## src/rtl/stream_descrambler.sv

```systemverilog
// Receive-side additive descrambler: XORs each word with a Galois LFSR keystream that
// reseeds on start-of-frame, tracks frame length and reports loss of frame sync.
module stream_descrambler #(
  parameter int            N         = 16,
  parameter int            W         = 16,
  parameter logic [W-1:0]  POLY      = 16'hB400,
  parameter logic [W-1:0]  SEED      = 16'hACE1,
  parameter int            FRAME_LEN = 64
) (
  input  logic         clk,
  input  logic         rst,
  input  logic         in_valid,
  output logic         in_ready,
  input  logic [N-1:0] in_data,
  input  logic         in_sof,
  output logic         out_valid,
  input  logic         out_ready,
  output logic [N-1:0] out_data,
  output logic         out_sof,
  output logic         locked,
  output logic         sync_err,
  output logic [15:0]  drop_cnt
);

  localparam int            CW = $clog2(FRAME_LEN + 1);
  localparam logic [CW-1:0] FL = CW'(FRAME_LEN);

  typedef enum logic {HUNT, RUN} state_t;

  state_t        state, state_next;
  logic [W-1:0]  lfsr, lfsr_next;
  logic [CW-1:0] cnt, cnt_next;
  logic          accept, pass, drop, overrun;
  logic [N-1:0]  ks;

  function automatic logic [W-1:0] lfsr_step(input logic [W-1:0] s);
    return (s >> 1) ^ (s[0] ? POLY : '0);
  endfunction

  // Valid/ready: a word moves when valid & ready on that side. The single output register
  // may be refilled in the same cycle it drains, so in_ready looks only at the output side.
  assign in_ready = !out_valid | out_ready;
  assign accept   = in_valid & in_ready;
  assign locked   = (state == RUN);

  always_comb begin
    state_next = state;
    cnt_next   = cnt;
    lfsr_next  = lfsr;
    pass       = 1'b0;
    drop       = 1'b0;
    overrun    = 1'b0;
    ks         = in_sof ? SEED[N-1:0] : lfsr[N-1:0];
    if (accept) begin
      if (in_sof) begin
        pass       = 1'b1;
        state_next = RUN;
        cnt_next   = CW'(1);
        lfsr_next  = lfsr_step(SEED);
      end else if (state == RUN && cnt < FL) begin
        pass      = 1'b1;
        cnt_next  = cnt + 1'b1;
        lfsr_next = lfsr_step(lfsr);
      end else begin
        // Non-SOF word in HUNT, or one word past the maximum frame length in RUN.
        drop = 1'b1;
        if (state == RUN) begin
          overrun    = 1'b1;
          state_next = HUNT;
          cnt_next   = '0;
        end
      end
    end
  end

  always_ff @(posedge clk) begin
    if (rst) begin
      state     <= HUNT;
      lfsr      <= SEED;
      cnt       <= '0;
      out_valid <= 1'b0;
      out_data  <= '0;
      out_sof   <= 1'b0;
      sync_err  <= 1'b0;
      drop_cnt  <= '0;
    end else begin
      state    <= state_next;
      lfsr     <= lfsr_next;
      cnt      <= cnt_next;
      sync_err <= overrun;
      if (drop && drop_cnt != 16'hFFFF) drop_cnt <= drop_cnt + 16'd1;
      if (pass) begin
        out_valid <= 1'b1;
        out_data  <= in_data ^ ks;
        out_sof   <= in_sof;
      end else if (out_ready) begin
        out_valid <= 1'b0;
      end
    end
  end

endmodule

```

## config.mk

```make
export PLATFORM = sky130hd
export DESIGN_NAME = stream_descrambler
export DESIGN_NICKNAME = d
export VERILOG_FILES = /design/src/rtl/stream_descrambler.sv
export SDC_FILE = /design/constraint.sdc
export NUM_CORES = 1
export LEC_CHECK = 0
export ABC_AREA = 1
export CAP_MARGIN = 40
export CORE_UTILIZATION = 35
export CTS_CLUSTER_DIAMETER = 120
export DETAILED_ROUTE_END_ITERATION = 8
export GPL_TIMING_DRIVEN = 1
export PLACE_DENSITY_LB_ADDON = 0.25
export SYNTH_ARGS = -nofsm -noshare
export SYNTH_HDL_FRONTEND = slang
export SYNTH_SLANG_ARGS = --single-unit
```

## constraint.sdc

```tcl
create_clock -name clk -period 2.06 [get_ports clk]
set_input_delay 0.412 -clock clk [delete_from_list [all_inputs] [get_ports clk]]
set_output_delay 0.412 -clock clk [all_outputs]
set_load 0.01 [all_outputs]
```

==> impl_metrics.py <==
metrics = {
    "global_route": {
        "antenna_found_initial": 0,
        "first_global_vias": 2463,
        "grt_max_degree": 52,
        "grt_pass1_wl_um": 11000,
        "grt_usage": 0.166,
        "grt_overflow": 0,
    },
    "clock_tree": {
        "cts_root_buf": "clkbuf_8",
        "cts_tree": "built",
        "clk_latency_ns": 0.34,
        "cts_hold_buffers": 0,
        "clockBufferDepth": 2,
        "htree_levels": 3,
        "clock-sinks": 59,
        "post_cts_resized": 0,
        "clkTransAtPathRegs_ns": 0.06,
        "cts_buffers": 9,
        "cts_setup_buffers": 0,
    },
    "logic_synthesis": {
        "postSynthCellCount": 361,
        "ys_types": 27,
        "synth.ff_latch_count": 59,
        "async_reset_ff_frac": 0,
        "yosysTopAreaCellShare": 0.426,
        "yosys_warnings": 0,
        "yosysTopAreaCell": "dfxtp_1",
        "syn_area_mm2": 0.00277,
        "synthTopCellsByArea": "dfxtp_1 (43%), nand2_1 (9.3%), a21oi_1 (6.7%), xor2_1 (6.6%), nor2_1 (5.4%)",
        "avgSynthCellArea_um2": 7.68,
        "synth_edf_count": 0,
        "ys_seq_area_frac": 0.426,
        "ys.flop_type": "dfxtp_1",
        "synth_nets": 384,
    },
    "drt": {
        "ant_nets": 0,
        "wl_per_cell_um": 12.0,
        "wl_um": 6310,
        "vias": 2534,
        "via_per_inst": 4.81,
        "remaining_drc_errors": 0,
        "drt_iter0_markers": 112,
        "drtPass1Iterations": 4,
    },
    "worst_setup_path": {
        "critPathCaptureType": "output port",
        "slowest_delay_ns": 0.56,
        "crit_arrival_ns": 1.57,
        "crit_type": "input port to output port",
        "path_common_cell": "clkdlybuf4s50_1",
        "cp_data_required_time_ns": 1.65,
        "path_max_fanout": 3,
        "path_cells": "clkdlybuf4s50_1 > inv_1 > nand2_2 > clkdlybuf4s50_1",
        "start_kind": "input port",
        "slowest_stage": "clkdlybuf4s50_1",
    },
    "sta": {
        "hold_viol": 0,
        "hold_slack_ns": 0.479,
        "min_period_ns": 1.98,
        "finalClockSkew_ns": 0.00969,
        "relSlewSlack": 0.649,
        "timing.fmax_mhz": 504,
        "rsz0062_at_grt": "false",
        "tns_ns": 0,
        "tightest_slew_ns": 0.527,
        "drv_slew": 0,
        "timing.final.crit_share": 0.962,
        "setup_slack_ns": 0.0773,
        "setup_viol": 0,
    },
    "cells_and_area": {
        "area_growth_syn_to_layout_pct": 32.8,
        "drive_gt1_frac": 0.127,
        "final_cells": 527,
        "post-route-util": 0.479,
        "diodes": 0,
        "finish.instance_area_mm2": 0.00368,
        "finalNetCount": 443,
    },
    "worst_hold_path": {
        "hold_class": "register to register",
    },
    "placed_design": {
        "dp_hpwl_um": 4340,
        "port_buffers": 57,
        "placed_area_mm2": 0.00346,
        "dp_slack_ns": 0.0843,
        "place_congestion": 0.776,
        "dpl.cell_count": 511,
    },
    "pwr": {
        "leakage_nw": 1.39,
        "p_sw_mw": 0.680,
        "clockPowerShare": 0.435,
        "ir_drop_mv": 0.303,
        "p_seq_frac": 0.443,
        "p_sw_frac": 0.244,
        "p_comb_frac": 0.122,
        "p_total_mw": 2.79,
        "power-per-cell-area_mw_per_mm2": 758,
        "internal-power_mw": 2.11,
    },
    "floorplanning": {
        "placementRows": 32,
        "die_h_um": 91.0,
        "start_util": 0.361,
        "dieArea_mm2": 0.00829,
        "ios": 58,
        "fp.coreArea_mm2": 0.00769,
        "die_w_um": 91.0,
    },
    "outcome": {
        "status": "finished, final reports clean",
    },
    "job": {
        "maxCapViolCount": 0,
    },
}
-- power groups by stage --
| stage | clock network, mW | logic (mW) | registers [mW] |
|---|---|---|---|
| 2_1_floorplan | 0 | 0.175 | 1.27 |
| 3_3_place_gp | 0 | 0.338 | 1.26 |
| 3_5_place_dp | 0 | 0.343 | 1.26 |
| 4_1_cts | 1.24 | 0.346 | 1.24 |
| 5_1_grt | 1.29 | 0.380 | 1.24 |
| 6_report | 1.21 | 0.342 | 1.24 |
-- final cells by class --
type,instances,area (um^2)
fillers,775,4000
well taps,102,128
repair buffers,64,636
multi-input cells,262,1420
clock buffers,12,155
inverters,24,90.1
flip-flops and latches,59,1180
clock inverters,4,72.6
-- cells in the mapped netlist, types with 2 or more instances --
| cell | n |
|---|---|
| a211oi_1 | 4 |
| a21oi_1 | 37 |
| a21oi_2 | 10 |
| buf_2 | 5 |
| buf_6 | 2 |
| clkbuf_1 | 9 |
| dfxtp_1 | 59 |
| ha_1 | 2 |
| inv_1 | 19 |
| inv_2 | 5 |
| nand2_1 | 69 |
| nand2_2 | 6 |
| nand2_4 | 2 |
| nand3_1 | 14 |
| nand4_1 | 7 |
| nor2_1 | 40 |
| nor2_4 | 5 |
| nor3_1 | 4 |
| o21ai_0 | 29 |
| o21ai_2 | 2 |
| o22ai_1 | 3 |
| xnor2_1 | 3 |
| xor2_1 | 21 |
-- critical path: cells and delay by family --
family,cells,cell delay (ns)
simple gates,1,0.10
buf+inv,3,1.07
-- path summary, 6_finish.rpt --
kind          startpoint          end  slack, ns  cells after the start
max reg2reg  drop_cnt[1]  drop_cnt[3]       0.29                      7
min reg2reg      out_sof      out_sof       0.48                      2
max            out_ready     in_ready       0.08                      4
min              out_sof      out_sof       0.48                      2
-- layer usage --
layer  routed length [um]  share of wire  up-vias  track usage
li1                     -              -     1316            -
met1                 3100           0.49     1164        0.209
met2                 2890           0.46       43        0.268
met3                  234          0.037       11       0.0360
met4                   85          0.013        0       0.0833
met5                    0              0        -            0
-- layout by cell type (no fill, tap or decap), drive strengths merged, types with 2 or more instances in the layout --
cell / synthesis / routed
nand2: 77 / 77
dfxtp: 59 / 59
clkdlybuf4s50: 0 / 57
nor2: 47 / 47
a21oi: 47 / 47
o21ai: 31 / 31
inv: 24 / 24
xor2: 21 / 21
nand3: 14 / 14
clkbuf: 9 / 12
nand4: 7 / 7
buf: 7 / 7
nor3: 4 / 4
a211oi: 4 / 4
xnor2: 3 / 3
o22ai: 3 / 3
ha: 2 / 2
bufinv: 0 / 2
-- cells by family (layout without fill, tap and decap cells) --
group | after synthesis | count (layout) | synth area share
xor+xnor | 24 | 24 | 0.0758
buf+inv | 40 | 104 | 0.0618
compound gates | 87 | 87 | 0.180
flops | 59 | 59 | 0.426
simple gates | 149 | 149 | 0.247
fa+ha+maj | 2 | 2 | 0.00902
-- registers in the layout, summed over array words and instances (netlist names) --
name / count
out_sof: 1
out_valid: 1
locked: 1
cnt: 7
out_data: 16
lfsr: 16
sync_err: 1
drop_cnt: 16
(Power assumes the default switching activity.)
